File: src/rtl/regfile_wb_arbiter.sv
`default_nettype none
// ============================================================================
// Module      : regfile_wb_arbiter
// Description : Shares the single register-file write port between ALU and
//               out-of-order cache writebacks, tracks in-flight load
//               destinations and raises issue-stage STALL on RAW/WAW hazards.
// Revision    : 1.0 - initial release
// ============================================================================
module regfile_wb_arbiter #(
    parameter int LQ_DEPTH = 4
) (
    input  logic        CLK,
    input  logic        RESET,
    input  logic        ALU_VALID,
    input  logic [4:0]  ALU_ADDR,
    input  logic [31:0] ALU_DATA,
    output logic        ALU_READY,
    input  logic        LD_ISSUE,
    input  logic [4:0]  LD_ADDR,
    output logic        LD_READY,
    input  logic        MEM_VALID,
    input  logic [31:0] MEM_DATA,
    input  logic [4:0]  RS1_ADDR,
    input  logic [4:0]  RS2_ADDR,
    input  logic [4:0]  RD_ADDR,
    output logic        STALL,
    output logic        ERR,
    output logic        WRITE,
    output logic [4:0]  INADDRESS,
    output logic [31:0] IN
);

    localparam int                 c_PTR_W = (LQ_DEPTH > 1) ? $clog2(LQ_DEPTH) : 1;
    localparam int                 c_CNT_W = c_PTR_W + 1;
    localparam logic [c_CNT_W-1:0] c_FULL  = c_CNT_W'(LQ_DEPTH);

    // ------------------------------------------------------------------
    // State
    // ------------------------------------------------------------------
    logic [4:0]          r_lq [LQ_DEPTH];
    logic [c_PTR_W-1:0]  r_rd_ptr;
    logic [c_PTR_W-1:0]  r_wr_ptr;
    logic [c_CNT_W-1:0]  r_count;
    logic                r_hold_v;
    logic [4:0]          r_hold_addr;
    logic [31:0]         r_hold_data;
    logic                r_err;

    // ------------------------------------------------------------------
    // Combinational control
    // ------------------------------------------------------------------
    logic                w_empty;
    logic                w_full;
    logic                w_push;
    logic                w_pop;
    logic [4:0]          w_head;
    logic                w_sel_mem;
    logic                w_sel_hold;
    logic                w_sel_alu;
    logic                w_capture;
    logic [4:0]          w_sel_addr;
    logic [31:0]         w_sel_data;
    logic                w_write;

    assign w_empty   = (r_count == '0);
    assign w_full    = (r_count == c_FULL);
    assign LD_READY  = !w_full;
    assign ALU_READY = !r_hold_v;
    assign w_push    = LD_ISSUE && !w_full;
    assign w_pop     = MEM_VALID && !w_empty;
    assign w_head    = r_lq[r_rd_ptr];

    // Fixed priority MEM > HOLD > ALU; the cache cannot be back-pressured.
    assign w_sel_mem  = w_pop;
    assign w_sel_hold = !w_pop && r_hold_v;
    assign w_sel_alu  = !w_pop && !r_hold_v && ALU_VALID;
    assign w_capture  = w_pop && ALU_VALID && !r_hold_v;

    always_comb begin
        w_sel_addr = ALU_ADDR;
        w_sel_data = ALU_DATA;
        if (w_sel_mem) begin
            w_sel_addr = w_head;
            w_sel_data = MEM_DATA;
        end else if (w_sel_hold) begin
            w_sel_addr = r_hold_addr;
            w_sel_data = r_hold_data;
        end
    end

    // x0 is hard-wired zero: any write aimed at it is suppressed here.
    assign w_write   = (w_sel_mem || w_sel_hold || w_sel_alu) && (w_sel_addr != 5'd0) && !RESET;
    assign WRITE     = w_write;
    assign INADDRESS = w_write ? w_sel_addr : 5'd0;
    assign IN        = w_write ? w_sel_data : 32'd0;
    assign ERR       = r_err;

    // ------------------------------------------------------------------
    // Load destination FIFO
    // ------------------------------------------------------------------
    always_ff @(posedge CLK or posedge RESET) begin
        if (RESET) begin
            r_rd_ptr <= '0;
            r_wr_ptr <= '0;
            r_count  <= '0;
            for (int k = 0; k < LQ_DEPTH; k++) begin
                r_lq[k] <= 5'd0;
            end
        end else begin
            if (w_push) begin
                r_lq[r_wr_ptr] <= LD_ADDR;
                r_wr_ptr       <= r_wr_ptr + c_PTR_W'(1);
            end
            if (w_pop) begin
                r_rd_ptr <= r_rd_ptr + c_PTR_W'(1);
            end
            if (w_push && !w_pop) begin
                r_count <= r_count + c_CNT_W'(1);
            end else if (!w_push && w_pop) begin
                r_count <= r_count - c_CNT_W'(1);
            end
        end
    end

    // ------------------------------------------------------------------
    // Hold register for an ALU write displaced by a cache return
    // ------------------------------------------------------------------
    always_ff @(posedge CLK or posedge RESET) begin
        if (RESET) begin
            r_hold_v    <= 1'b0;
            r_hold_addr <= 5'd0;
            r_hold_data <= 32'd0;
        end else if (w_capture) begin
            r_hold_v    <= 1'b1;
            r_hold_addr <= ALU_ADDR;
            r_hold_data <= ALU_DATA;
        end else if (w_sel_hold) begin
            r_hold_v    <= 1'b0;
        end
    end

    always_ff @(posedge CLK or posedge RESET) begin
        if (RESET) begin
            r_err <= 1'b0;
        end else if (MEM_VALID && w_empty) begin
            r_err <= 1'b1;
        end
    end

    // ------------------------------------------------------------------
    // Hazard detection against uncommitted destinations
    // ------------------------------------------------------------------
    logic [LQ_DEPTH-1:0] w_ent_valid;
    logic [LQ_DEPTH-1:0] w_hit_rs1;
    logic [LQ_DEPTH-1:0] w_hit_rs2;
    logic [LQ_DEPTH-1:0] w_hit_rd;

    for (genvar i = 0; i < LQ_DEPTH; i++) begin : g_entry
        localparam logic [c_PTR_W-1:0] c_IDX = c_PTR_W'(i);
        logic [c_PTR_W-1:0] w_offs;
        // An entry is live when its distance from the read pointer is below count.
        assign w_offs         = c_IDX - r_rd_ptr;
        assign w_ent_valid[i] = ({1'b0, w_offs} < r_count);
        assign w_hit_rs1[i]   = w_ent_valid[i] && (RS1_ADDR == r_lq[i]);
        assign w_hit_rs2[i]   = w_ent_valid[i] && (RS2_ADDR == r_lq[i]);
        assign w_hit_rd[i]    = w_ent_valid[i] && (RD_ADDR  == r_lq[i]);
    end

    logic w_rs1_nz;
    logic w_rs2_nz;
    logic w_rd_nz;
    logic w_raw_load;
    logic w_raw_hold;
    logic w_waw_load;

    assign w_rs1_nz   = (RS1_ADDR != 5'd0);
    assign w_rs2_nz   = (RS2_ADDR != 5'd0);
    assign w_rd_nz    = (RD_ADDR  != 5'd0);
    assign w_raw_load = (w_rs1_nz && |w_hit_rs1) || (w_rs2_nz && |w_hit_rs2);
    assign w_raw_hold = r_hold_v && ((w_rs1_nz && (RS1_ADDR == r_hold_addr)) ||
                                     (w_rs2_nz && (RS2_ADDR == r_hold_addr)));
    assign w_waw_load = w_rd_nz && |w_hit_rd;
    assign STALL      = w_raw_load || w_raw_hold || w_waw_load || w_full;

endmodule
`default_nettype wire

File: config.mk
export PLATFORM = sky130hd
export DESIGN_NAME = regfile_wb_arbiter
export DESIGN_NICKNAME = d
export VERILOG_FILES = /design/src/rtl/regfile_wb_arbiter.sv
export SDC_FILE = /design/constraint.sdc
export NUM_CORES = 1
export LEC_CHECK = 0
export ABC_AREA = 1
export BUFFER_PORTS_ARGS = -buffer_cell sky130_fd_sc_hd__buf_2
export CAP_MARGIN = 20
export CORE_ASPECT_RATIO = 1.1
export CORE_MARGIN = 5
export CORE_UTILIZATION = 35
export DETAILED_ROUTE_END_ITERATION = 6
export PLACE_DENSITY_LB_ADDON = 0.15
export SLEW_MARGIN = 20
export SYNTH_ARGS = -nofsm -noshare
export SYNTH_HDL_FRONTEND = slang
export SYNTH_SLANG_ARGS = --single-unit
File: constraint.sdc
create_clock -name CLK -period 5.1 [get_ports CLK]
set_input_delay 1.02 -clock CLK [delete_from_list [all_inputs] [get_ports CLK]]
set_output_delay 1.02 -clock CLK [all_outputs]
set_load 0.005 [all_outputs]
# Yosys cells after proc, flatten, opt, wreduce, memory -nomap -nowiden
# Index checks and enable logic that the tools add are counted.
op_classes:
  shifts: 0
  bitwise: 2
  mux: 16
  eq_ne: 15
  reduce_logical: 54
  n_lt_le_gt_ge: 7
  n_mul: 0
  div: 0
  add_sub_neg: 8
op_table:
  columns: ["cell", "count"]
  rows:
  - ["2-to-1 mux 32 bit", 3]
  - ["== test 5 bit", 14]
  - ["logical AND 1 bit", 31]
  - ["2-to-1 mux 5 bit", 6]
  - ["bitwise mux 20 bit", 1]
  - ["nonzero test 5 bit", 4]
  - ["< comparator 2 x 3 -> 1 bit", 4]
  - ["OR reduction 4 bit", 3]
  - ["binary-select mux 5 bit (select 2 bit)", 1]
  - ["demux 5 bit (select 2 bit)", 1]
  - ["logical OR 1 bit", 7]
  - ["greater-or-equal comparator 3 bit (second input constant)", 2]
  - ["zero test 1 bit", 6]
  - ["2-to-1 mux 3 bit", 2]
  - ["inverter 2 -> 3 bit", 2]
  - ["adder 2 x 1 -> 2 bit (second input constant)", 2]
  - ["nonzero test 2 bit", 2]
  - ["subtractor 1 x 2 -> 2 bit (first input constant)", 2]
  - ["subtractor 2 bit (first input constant)", 2]
  - ["adder 3 x 1 -> 3 bit (second input constant)", 1]
  - ["== test 3 bit (second input constant)", 1]
  - ["zero test 3 bit", 1]
  - ["< comparator 3 x 1 -> 1 bit (second input constant)", 1]
  - ["subtractor 3 x 1 -> 3 bit (second input constant)", 1]
  - ["2-to-1 mux 1 bit", 2]
totals:
  mem_bits_rw: 0
  mem_count: 0
  inputBits: 94
  out_inout_bits: 42
  ff_bits: 66
  wordCells: 113
  latch_bits: 0
  romBits: 0

# Depth between registers and ports, before layout
depth:
  ltp_word: 11
  mapped_depth: 15
  depth_no_buf: 14

# Worst setup path before layout
# No wires, ideal clock.
synth_timing:
  path_type: "input to output"
  from: "in RESET"
  to: "out IN[22]"
  path_buffers: 1
  cell_stages: 6
  required_ns: 4.080
  t_arrival_ns: 3.183
  setup_slack_ns: 0.897
  path_cell_list: "inv_1 o21ai_0 inv_1 nand2_4 buf_6 nor2_1"
synth_via:
  elab_chain_len: 3
synth_lines:
  columns: ["item", "line", "rtl"]
  rows:
  - ["start, declared", "13", "input logic RESET,"]
  - ["zero test 1 bit (no source line)", null, null]
  - ["logical AND 1 bit", "92", "assign w_write = (w_sel_mem || w_sel_hold || w_sel_alu) && (w_sel_addr != 5'd0) && !RESET;"]
  - ["2-to-1 mux 32 bit", "95", "assign IN = w_write ? w_sel_data : 32'd0;"]
  - ["end, declared", "30", "output logic [31:0] IN"]
# Every way passes these cells.

# Worst setup path after layout
layout_timing:
  from: "in MEM_VALID"
  to: "out IN[26]"
layout_via:
  elab_chain_len: 9
  elab_cells_between_ends: 15
  cone_classes: "mux (5); reduce/logical (10)"
layout_lines:
  columns: ["item", "line", "rtl"]
  rows:
  - ["start, declared", "21", "input logic MEM_VALID,"]
  - ["logical AND 1 bit (*)", "70", "assign w_pop = MEM_VALID && !w_empty;"]
  - ["zero test 1 bit", "75, 76", null]
  - ["logical AND 1 bit", "75", "assign w_sel_hold = !w_pop && r_hold_v;"]
  - ["2-to-1 mux 5 bit", "85", "end else if (w_sel_hold) begin"]
  - ["2-to-1 mux 5 bit", "82", "if (w_sel_mem) begin"]
  - ["nonzero test 5 bit", "92", null]
  - ["logical AND 1 bit (2 in a row)", "92", null]
  - ["2-to-1 mux 32 bit (*)", "95", null]
# Mark *: on every way between the ends. The rest lies on a longest branch, timed or not.

==> flow_metrics.py <==
metrics = {
    "die": {
        "core_sq_mm": 0.0138,
        "die_y_microns": 134,
        "row_count": 45,
        "die_area_sq_mm": 0.0165,
        "ios": 136,
        "start_util_pct": 35.6,
        "fp.dieW_microns": 123,
    },
    "setup_path": {
        "cp-end-kind": "output pin",
        "r2r_cells": 8,
        "critPathSlowestCell": "inv_2",
        "crit_fanout": 38,
        "path_class": "in2out",
        "crit_chain": "buf_2 -> nand2_2 -> inv_2 -> nand2_1 -> nand3_1 -> nor2_1 -> nand3_2 -> nand2_4 -> nor2_1 -> buf_2",
        "arrival_ps": 2890,
        "slowest_delay_ps": 580,
        "r2r_slack_ps": 2100,
        "startpoint_type": "input pin",
        "critical_path_required_ps": 4080,
    },
    "final_layout": {
        "area_growth_pct": 20.1,
        "fillCellCount": 1461,
        "drive_above_1_share_pct": 22.0,
        "most-common-layout-cells": "193 x nand2_1, 135 x buf_2, 108 x nor2_1",
        "layout_commonest_cell": "nand2_1",
        "layout.nets": 918,
        "diodes": 0,
    },
    "routing": {
        "totalWireLength_microns": 14400,
        "avgViaCountPerCell": 4.71,
        "drc": 0,
        "first_pass_iters": 5,
        "ant_nets": 0,
        "drt-initial-drc-count": 378,
        "vias": 4740,
        "routedWlPerCell_microns": 14.3,
    },
    "logic_synthesis": {
        "syn_area_per_cell_sq_um": 6.83,
        "synth-warning-count": 0,
        "netlist_instances": 718,
        "netlist_area_sq_mm": 0.00491,
        "ys_ff_latch": 66,
        "ys_seq_area_share_pct": 33.7,
        "synth_fp_nets": 822,
        "yosysUniqueCellTypes": 32,
    },
    "place": {
        "gp_congestion": 0.856,
        "place_hpwl_microns": 11000,
        "port_buffers": 135,
    },
    "sta": {
        "hold_slack_ps": 474,
        "setup_violations": 0,
        "grt_setup_unrepaired": "false",
        "final_max_slew_viol_count": 0,
        "tns_ps": 0,
        "fmax_ghz": 0.256,
        "fin_crit_ps": 3910,
        "hold_viol": 0,
        "slew-limit-headroom_pct": 44.0,
        "tightest_slew_ps": 840,
        "fin_worst_skew_ps": 7.71,
        "fin_crit_sh_pct": 76.6,
    },
    "global_route": {
        "grt_max_degree": 67,
        "grt.total_usage_pct": 18.0,
        "grt_first_pass_wirelength_microns": 23700,
        "grt_overflow": 0,
        "antenna_found_initial": 2,
        "first_global_vias": 4804,
    },
    "clock_tree": {
        "htreeDepth": 3,
        "cts-root-buf": "clkbuf_16",
        "post_cts_buffers": 0,
        "clk_latency_ps": 330,
        "clk_pin_slew_ps": 60,
        "cts_tree": "built",
        "cts_buffer_depth": 2,
        "cts_sinks": 66,
        "cts_resized": 0,
        "ctsHoldBuffers": 0,
        "numCtsBuffers": 9,
    },
    "status": {
        "status": "finished clean",
    },
    "flow_run": {
        "maxCapViolCount": 0,
    },
    "hold_path": {
        "whs_path_depth": 1,
        "hold_class": "reg2reg",
    },
    "power_and_ir_drop": {
        "power_per_cell_area_mw_per_mm2": 527,
        "leakage_nw": 3.22,
        "vdd.ir_drop.worst_mv": 0.176,
    },
}
final cells by class:
type | count | area, sq um | share of cell area, %
flip-flops and latches | 66 | 1650 | 28.0
inverters | 83 | 312 | 5.29
multi-input cells | 516 | 2700 | 45.8
well taps | 188 | 235 | 3.99
repair buffers | 138 | 698 | 11.8
clock inverters | 4 | 51.3 | 0.871
clock buffers | 12 | 246 | 4.18
kinds of logic (layout without fill, tap and decap cells):
logic type,count (synthesis),count (layout),synth area share (%)
and+or+nand+nor,343,343,28.0
buffers and inverters,136,237,11.4
AOI/OAI and AO/OA,100,100,12.8
DFF,66,66,33.7
xor gates and xnor gates,60,60,10.7
adders and majority gates,10,10,2.70
muxes,3,3,0.688
worst max-delay path: cells and delay by family:
kind / cells / cell delay (ps)
buf+inv: 3 / 810
simple gates: 7 / 1030
final timing paths:
| path | from | end |
|---|---|---|
| setup / recovery | MEM_VALID | IN[26] |
| hold / removal | ERR | ERR |
| setup reg to reg | r_count[0] | r_hold_data[7] |
| hold reg to reg | ERR | ERR |
| max in group asynchronous | RESET | r_lq[2] |
| min in group asynchronous | RESET | r_rd_ptr[1] |
Yosys cell counts (all sizes together):
| library cell | instances | share of area, % |
|---|---|---|
| clkbuf | 41 | 3.1 |
| nand2 | 196 | 15 |
| or2 | 1 | 0.13 |
| fa | 1 | 0.41 |
| nand3 | 25 | 2.8 |
| a31o | 1 | 0.18 |
| inv | 83 | 6.3 |
| xor2 | 32 | 5.7 |
| xnor2 | 28 | 5.0 |
| nand4 | 1 | 0.13 |
| a21oi | 7 | 0.71 |
| ha | 9 | 2.3 |
| a221oi | 32 | 5.7 |
| o21ai | 58 | 5.9 |
| nor4 | 1 | 0.13 |
| mux2 | 3 | 0.69 |
| buf | 12 | 1.9 |
| dfrtp | 66 | 34 |
| a22oi | 1 | 0.15 |
| nor2 | 119 | 9.7 |
| o211ai | 1 | 0.15 |
state kept, by name, indices dropped and copies added (netlist names):
| name | cells |
|---|---|
| r_rd_ptr | 2 |
| r_hold_addr | 5 |
| r_hold_data | 32 |
| r_wr_ptr | 2 |
| r_lq | 20 |
| r_hold_v | 1 |
| r_count | 3 |
| ERR | 1 |
layer usage:
metal	global-route usage (%)	wire length [microns]	share of wire, %
met1	23.7	6450	45
met3	4.51	971	6.7
met5	0	21	0.15
met2	28.6	6620	46
met4	6.60	360	2.5
metrics by stage:
stage	area (sq um)	utilization [%]	power, mW	worst slack (ps)	instances
floorplan	4910	-	2.08	897	718
global placement	5590	40.6	2.46	1150	991
detailed placement	5590	40.6	2.50	1170	991
CTS	5890	42.7	3.14	1150	1007
global route	5890	42.7	3.41	924	1007
finish	5890	42.7	3.11	1190	1007
power by group:
part / internal [mW] / switching (mW) / total (mW)
combinational: 0.578 / 0.817 / 1.39
clock: 0.392 / 0.229 / 0.621
sequential: 0.766 / 0.325 / 1.09
(Power assumes the default switching activity.)
